==> src/rtl/mul_sequencer_if.sv <==
// -----------------------------------------------------------------------------
// mul_sequencer_if
// Handshake and data bundle between the control unit and the multi-cycle
// multiplier sequencer.
//   master : control unit side (drives start/op/a/b, observes results)
//   slave  : sequencer side (observes request, drives busy/done/results/err)
// Signals:
//   start      request pulse, only honoured while the sequencer is idle
//   op         3-bit ALU op: 100=MUL, 101=UMULL, 111=SMULL
//   a, b       multiplicand / multiplier
//   busy       sequencer working (CALC and FIX)
//   done       one-cycle completion pulse
//   result_lo  product[WIDTH-1:0]
//   result_hi  product[2*WIDTH-1:WIDTH] (0 for MUL)
//   flags      {N,Z,C,V}
//   err        one-cycle pulse on an illegal op request
// -----------------------------------------------------------------------------
interface mul_sequencer_if #(
   parameter int unsigned WIDTH = 32
);
   logic             start;
   logic [2:0]       op;
   logic [WIDTH-1:0] a;
   logic [WIDTH-1:0] b;
   logic             busy;
   logic             done;
   logic [WIDTH-1:0] result_lo;
   logic [WIDTH-1:0] result_hi;
   logic [3:0]       flags;
   logic             err;

   modport master (
      output start, op, a, b,
      input  busy, done, result_lo, result_hi, flags, err
   );

   modport slave (
      input  start, op, a, b,
      output busy, done, result_lo, result_hi, flags, err
   );
endinterface

==> src/rtl/mul_sequencer.sv <==
// -----------------------------------------------------------------------------
// mul_sequencer
// Multi-cycle shift-add multiplier for MUL / UMULL / SMULL. One partial
// product per CALC cycle, sign fix-up in FIX, one-cycle done pulse in DONE.
// Ports:
//   clk    single clock, rising edge
//   reset  synchronous, active-high
//   bus    mul_sequencer_if.slave (start/op/a/b in; busy/done/results/flags/err out)
// Configuration:
//   MUL_SEQ_EARLY_TERM_EN  when defined, CALC stops as soon as the remaining
//                          multiplier bits are zero (at least one CALC cycle);
//                          FIX realigns the accumulator by the skipped shifts.
//                          Undefined: fixed WIDTH CALC cycles.
// -----------------------------------------------------------------------------
module mul_sequencer #(
   parameter int unsigned WIDTH = 32,
   parameter int unsigned CNT_W = 6
) (
   input  logic           clk,
   input  logic           reset,
   mul_sequencer_if.slave bus
);

   localparam logic [2:0] OpMul   = 3'b100;
   localparam logic [2:0] OpUmull = 3'b101;
   localparam logic [2:0] OpSmull = 3'b111;

   localparam logic [WIDTH-1:0]   OneW  = WIDTH'(1);
   localparam logic [2*WIDTH-1:0] One2W = (2*WIDTH)'(1);
   localparam logic [CNT_W-1:0]   OneC  = CNT_W'(1);
   localparam logic [CNT_W-1:0]   LastC = CNT_W'(WIDTH - 1);

   typedef enum logic [1:0] {StIdle, StCalc, StFix, StDone} state_e;

   state_e           r_state;
   state_e           w_state_next;

   logic [2:0]       r_op;
   logic             r_neg;
   logic [WIDTH-1:0] r_mcand;
   logic [WIDTH-1:0] r_mplr;
   logic [WIDTH-1:0] r_acc_hi;
   logic [WIDTH-1:0] r_acc_lo;
   logic [CNT_W-1:0] r_cnt;
   logic [WIDTH-1:0] r_res_lo;
   logic [WIDTH-1:0] r_res_hi;
   logic [3:0]       r_flags;
   logic             r_err;

   logic               w_op_legal;
   logic               w_is_smull;
   logic               w_accept;
   logic [WIDTH-1:0]   w_abs_a;
   logic [WIDTH-1:0]   w_abs_b;
   logic [WIDTH:0]     w_sum;
   logic               w_calc_last;
   logic [2*WIDTH-1:0] w_prod_raw;
   logic [2*WIDTH-1:0] w_prod;
   logic [WIDTH-1:0]   w_res_hi;
   logic [3:0]         w_flags;

   // ---------------------------------------------------------------- request
   assign w_op_legal = (bus.op == OpMul) || (bus.op == OpUmull) || (bus.op == OpSmull);
   assign w_is_smull = (bus.op == OpSmull);
   assign w_accept   = (r_state == StIdle) && bus.start && w_op_legal;

   // Magnitudes only for SMULL; -2^(W-1) maps onto 2^(W-1) as unsigned.
   assign w_abs_a = (w_is_smull && bus.a[WIDTH-1]) ? (~bus.a + OneW) : bus.a;
   assign w_abs_b = (w_is_smull && bus.b[WIDTH-1]) ? (~bus.b + OneW) : bus.b;

   // --------------------------------------------------------------- datapath
   // Carry out of the add becomes the MSB of acc_hi after the shift.
   assign w_sum = {1'b0, r_acc_hi} + (r_mplr[0] ? {1'b0, r_mcand} : '0);

`ifdef MUL_SEQ_EARLY_TERM_EN
   logic [CNT_W-1:0] w_shamt;

   // Bits still in r_mplr after this iteration are all zero -> nothing left to add.
   assign w_calc_last = (r_cnt == LastC) || (r_mplr[WIDTH-1:1] == '0);
   // After k of WIDTH iterations the acc holds product << (WIDTH-k).
   assign w_shamt     = CNT_W'(WIDTH) - r_cnt;
   assign w_prod_raw  = {r_acc_hi, r_acc_lo} >> w_shamt;
`else
   assign w_calc_last = (r_cnt == LastC);
   assign w_prod_raw  = {r_acc_hi, r_acc_lo};
`endif

   assign w_prod   = ((r_op == OpSmull) && r_neg) ? (~w_prod_raw + One2W) : w_prod_raw;
   assign w_res_hi = (r_op == OpMul) ? '0 : w_prod[2*WIDTH-1:WIDTH];

   always_comb begin
      w_flags    = 4'b0000;
      w_flags[3] = (r_op == OpSmull) && w_prod[2*WIDTH-1];
      w_flags[2] = (w_prod[WIDTH-1:0] == '0) && (w_res_hi == '0);
   end

   // -------------------------------------------------------------------- FSM
   always_ff @(posedge clk) begin
      if (reset) begin
         r_state <= StIdle;
      end else begin
         r_state <= w_state_next;
      end
   end

   always_comb begin
      w_state_next = r_state;
      case (r_state)
         StIdle:  if (w_accept) w_state_next = StCalc;
         StCalc:  if (w_calc_last) w_state_next = StFix;
         StFix:   w_state_next = StDone;
         StDone:  w_state_next = StIdle;
         default: w_state_next = StIdle;
      endcase
   end

   // ------------------------------------------------------ registered state
   always_ff @(posedge clk) begin
      if (reset) begin
         r_op     <= '0;
         r_neg    <= 1'b0;
         r_mcand  <= '0;
         r_mplr   <= '0;
         r_acc_hi <= '0;
         r_acc_lo <= '0;
         r_cnt    <= '0;
         r_res_lo <= '0;
         r_res_hi <= '0;
         r_flags  <= '0;
         r_err    <= 1'b0;
      end else begin
         r_err <= (r_state == StIdle) && bus.start && !w_op_legal;

         if (w_accept) begin
            r_op     <= bus.op;
            r_neg    <= w_is_smull && (bus.a[WIDTH-1] ^ bus.b[WIDTH-1]);
            r_mcand  <= w_abs_a;
            r_mplr   <= w_abs_b;
            r_acc_hi <= '0;
            r_acc_lo <= '0;
            r_cnt    <= '0;
         end

         if (r_state == StCalc) begin
            r_acc_hi <= w_sum[WIDTH:1];
            r_acc_lo <= {w_sum[0], r_acc_lo[WIDTH-1:1]};
            r_mplr   <= r_mplr >> 1;
            r_cnt    <= r_cnt + OneC;
         end

         if (r_state == StFix) begin
            r_res_lo <= w_prod[WIDTH-1:0];
            r_res_hi <= w_res_hi;
            r_flags  <= w_flags;
         end
      end
   end

   // ---------------------------------------------------------------- outputs
   assign bus.busy      = (r_state == StCalc) || (r_state == StFix);
   assign bus.done      = (r_state == StDone);
   assign bus.result_lo = r_res_lo;
   assign bus.result_hi = r_res_hi;
   assign bus.flags     = r_flags;
   assign bus.err       = r_err;

endmodule

==> src/flat_wrapper.sv <==
// flat-port wrapper written by rule: the top's interface ports become plain ports
module mul_sequencer_flat 
#(
   parameter int unsigned WIDTH = 32,
   parameter int unsigned CNT_W = 6
)
  (clk, reset, bus_start, bus_op, bus_a, bus_b, bus_busy, bus_done, bus_result_lo, bus_result_hi, bus_flags, bus_err);
  mul_sequencer_if #(.WIDTH(WIDTH)) bus_i ();
  input  logic clk;
  input  logic reset;
  input wire logic [$bits(bus_i.start)-1:0] bus_start;
  input wire logic [$bits(bus_i.op)-1:0] bus_op;
  input wire logic [$bits(bus_i.a)-1:0] bus_a;
  input wire logic [$bits(bus_i.b)-1:0] bus_b;
  output wire logic [$bits(bus_i.busy)-1:0] bus_busy;
  output wire logic [$bits(bus_i.done)-1:0] bus_done;
  output wire logic [$bits(bus_i.result_lo)-1:0] bus_result_lo;
  output wire logic [$bits(bus_i.result_hi)-1:0] bus_result_hi;
  output wire logic [$bits(bus_i.flags)-1:0] bus_flags;
  output wire logic [$bits(bus_i.err)-1:0] bus_err;
  assign bus_i.start = bus_start;
  assign bus_i.op = bus_op;
  assign bus_i.a = bus_a;
  assign bus_i.b = bus_b;
  assign bus_busy = bus_i.busy;
  assign bus_done = bus_i.done;
  assign bus_result_lo = bus_i.result_lo;
  assign bus_result_hi = bus_i.result_hi;
  assign bus_flags = bus_i.flags;
  assign bus_err = bus_i.err;
  mul_sequencer #(.WIDTH(WIDTH), .CNT_W(CNT_W)) u_core (.clk(clk), .reset(reset), .bus(bus_i));
endmodule
==> config.mk <==
export PLATFORM = sky130hd
export DESIGN_NAME = mul_sequencer_flat
export DESIGN_NICKNAME = d
export VERILOG_FILES = /design/src/rtl/mul_sequencer_if.sv /design/src/rtl/mul_sequencer.sv /design/src/flat_wrapper.sv
export SDC_FILE = /design/constraint.sdc
export NUM_CORES = 1
export LEC_CHECK = 0
export CAP_MARGIN = 40
export CORE_MARGIN = 5
export CORE_UTILIZATION = 23
export DETAILED_ROUTE_END_ITERATION = 8
export HOLD_SLACK_MARGIN = 0.1
export PLACE_DENSITY_LB_ADDON = 0.15
export SLEW_MARGIN = 40
export SYNTH_ARGS = -nofsm -noshare
export SYNTH_HDL_FRONTEND = slang
export SYNTH_SLANG_ARGS = --single-unit
==> constraint.sdc <==
create_clock -name clk -period 5.05 [get_ports clk]
set_input_delay 0.505 -clock clk [delete_from_list [all_inputs] [get_ports clk]]
set_output_delay 0.505 -clock clk [all_outputs]
set_load 0.03 [all_outputs]
==> impl_results.md <==
- Sequential cell area: 4140 sq um
- Post-Syn Area per Cell: ~7.6 sq um
- Fin nets: between 1500 and 2000
- PortBufs: around 140
- Area contributors post-synth: dfxtp_1, nor2_1, a21oi_1
- Seq/Total Area, Yosys: 0.322
- Synth Cell Area: 12900 sq um
- Total global routing overflow: 0
- Final hold violation count: 0
- Most used cell, CP: nor4_1
- Drt total wl: 42100 um
- Most frequent cells after synthesis: nor2_1, dfxtp_1, a21oi_1
- Initial Util: 0.233
- Post-synth top area cell: dfxtp_1
- Postcts setup bufs: 0
- Status: completed
- Hpwl dp: just over 30000 um
- Post-synthesis cell type count: 76
- Number of synthesized register bits: a little over 200
- CTS hold repair buffers: 0
- Syn Inst Count: roughly 1700
- CP Launch Type: flip-flop
- Crit-path cells: nor4_1, nand2_1, nor4_1, a21oi_1, xnor2_1, o21ai_0, nor4_1, nand4_1, o31ai_1
- Die area: 60800 sq um
- Setup WS pre-CTS: 1.63 ns
- VDD IR-drop max: about 230 uV
- Critical path class: flip-flop to flip-flop
- Clock buffer depth: 3
- DRC: 0
- Finish-stage setup viols: 0
- Initial antenna violation count: 2
- Critical path endpoint category: flip-flop
- Setup TNS: 0 ns
- Pre-antenna DRT Iters: 5
- Worst-Margin Slew: between 0.8 and 0.9 ns
- First-pass GRT wire length: between 60000 and 70000 um
- Number of routed nets with antenna violations: 0
- I/O pins: 141
- Via density: around 4.8
- Max H-tree Level: 1
- Max Clock Freq: ~0.29 GHz
- Post-synth EDFFs: 0
- Hold crit path type: primary input to flip-flop
- FP Rows: 86
- Die X: between 200 and 250 um
- Slowest-stage cell, CP: nor4_1
- Synth Warn #: 0
- Critical Path RT: about 5.5 ns
- Total track usage: 0.132
- Area grow syn2layout: 22.4%
- CORE AREA: approximately 55000 sq um
- Multi-input logic area: 8180 sq um
- Top cell type's share of synthesized area: 0.322
- Root buffer cell: clkbuf_16
- Clock Latency Late Sink: a little under 0.6 ns
- Post-CTS sizing: 0
- Final slew viol count: 0
- Sinks on Clock Net: 207
- Hold WS: about 0.34 ns
- Count leader, synth: nor2_1
- Largest net degree at the start of global routing: 89
- DR iter-0 viols: 706
- Tmin final: about 3.4 ns
- Routed via count: about 12000
- Fin util: 0.285
- Post-layout worst setup margin: roughly 1.7 ns
- Share of post-route cells with drive strength above 1: 0.0522
- Routed length per instance: ~17 um
- Final Skew: around 0.043 ns
- Clock Pin Slew Worst Setup and Hold Paths: ~0.06 ns
- Die H: between 200 and 250 um
- CP Max Fanout: 14
- Leak: 5.33 nW
- Worst rel slew slack: 0.465
- Vias in the first global route: ~11000
- Max cap viols: 0
- CP max stage delay: 0.65 ns
- CTS Buf Count: 27
- Data arrival, critical path: 3.85 ns
- Filler Cell Count: around 6000
- RSZ-0062 raised after global routing: no
- Post-synth ARST share: 0
- Most used DFF post-synth: dfxtp_1
- GP Congestion: about 0.82
- Fin crit share: 0.673
- CTS tree: yes
- Power per cell area: around 330 nW/um^2
per-stage QoR:
| step | std cells | total power [mW] | instance area, sq um |
|---|---|---|---|
| 2_1_floorplan | 1702 | 2.90 | 12900 |
| 3_3_place_gp | 2485 | 3.40 | 14900 |
| 3_5_place_dp | 2485 | 3.41 | 14900 |
| 4_1_cts | 2531 | 5.35 | 15800 |
| 5_1_grt | 2531 | 5.55 | 15800 |
| 6_report | 2532 | 5.24 | 15800 |
cells by family after synthesis:
kind of cell             after synthesis  share of synthesized area
AND/OR/NAND/NOR                      678                      0.253
AO/OA/AOI/OAI                        462                      0.225
flip-flops                           207                      0.322
buffers and inverters                152                     0.0466
XOR/XNOR                             134                     0.0912
adder cells (fa/ha/maj)               42                     0.0414
multiplexers                          25                     0.0202
other                                  1                   0.000291
where the power goes:
group | switching, mW | total, mW | leakage [nW] | internal, mW
sequential | 0.109 | 1.92 | 1.68 | 1.81
combinational | 0.905 | 1.43 | 3.24 | 0.524
clock | 0.784 | 1.89 | 0.417 | 1.11
total | 1.80 | 5.24 | 5.33 | 3.44
path summary, 6_finish.rpt:
| check | slack, ns | depth (start not counted) | startpoint | endpoint |
|---|---|---|---|---|
| setup / recovery | 1.65 | 9 | u_core.r_acc_lo[15] | u_core.bus.flags[2] |
| hold reg to reg | 0.46 | 2 | u_core.r_mcand[30] | u_core.r_mcand[30] |
| setup reg to reg | 1.65 | 9 | u_core.r_acc_lo[15] | u_core.bus.flags[2] |
| hold / removal | 0.34 | 2 | reset | u_core.bus.result_hi[5] |
metal layers:
metal	global-route usage	part of all wire	up-vias
met5	0	0.00031	-
met3	0.0186	0.040	59
met4	0.0340	0.020	2
li1	-	-	6200
met1	0.194	0.51	5607
met2	0.203	0.43	228
cell type report:
class                   instances  share of cell area
multi-input cells            1343               0.519
inverters                      29             0.00691
flip-flops and latches        207               0.263
diodes                          1            0.000159
clock inverters                 7             0.00516
clock buffers                  39              0.0489
repair buffers                158              0.0977
well taps                     748              0.0594
critical path: cells and delay by family (launching register included):
family	cells	cell delay, ns
XOR/XNOR	1	0.27
AO/OA/AOI/OAI	3	0.56
flip-flops	1	0.37
AND/OR/NAND/NOR	5	2.07
state kept, by name (all words and copies together), names as in the netlist:
register              cells
u_core.r_neg              1
u_core.r_cnt              6
u_core.r_acc_hi          32
u_core.r_acc_lo          32
u_core.bus.result_hi     32
u_core.r_state            2
u_core.r_mplr            32
u_core.bus.err            1
u_core.r_op               3
u_core.bus.result_lo     32
u_core.r_mcand           32
u_core.bus.flags          2
cell usage in the layout (no fill, tap or decap), types with 39 or more instances in the layout:
cell type	Yosys	final
nor3_1	51	50
clkdlybuf4s50_1	0	137
xor2_1	53	53
nand2_1	150	150
xnor2_1	81	81
a211oi_1	84	84
dfxtp_1	207	207
a21oi_1	181	181
ha_1	41	39
nor2_1	272	272
o21ai_0	67	67
Note: power is estimated with default switching activity, not from simulation.
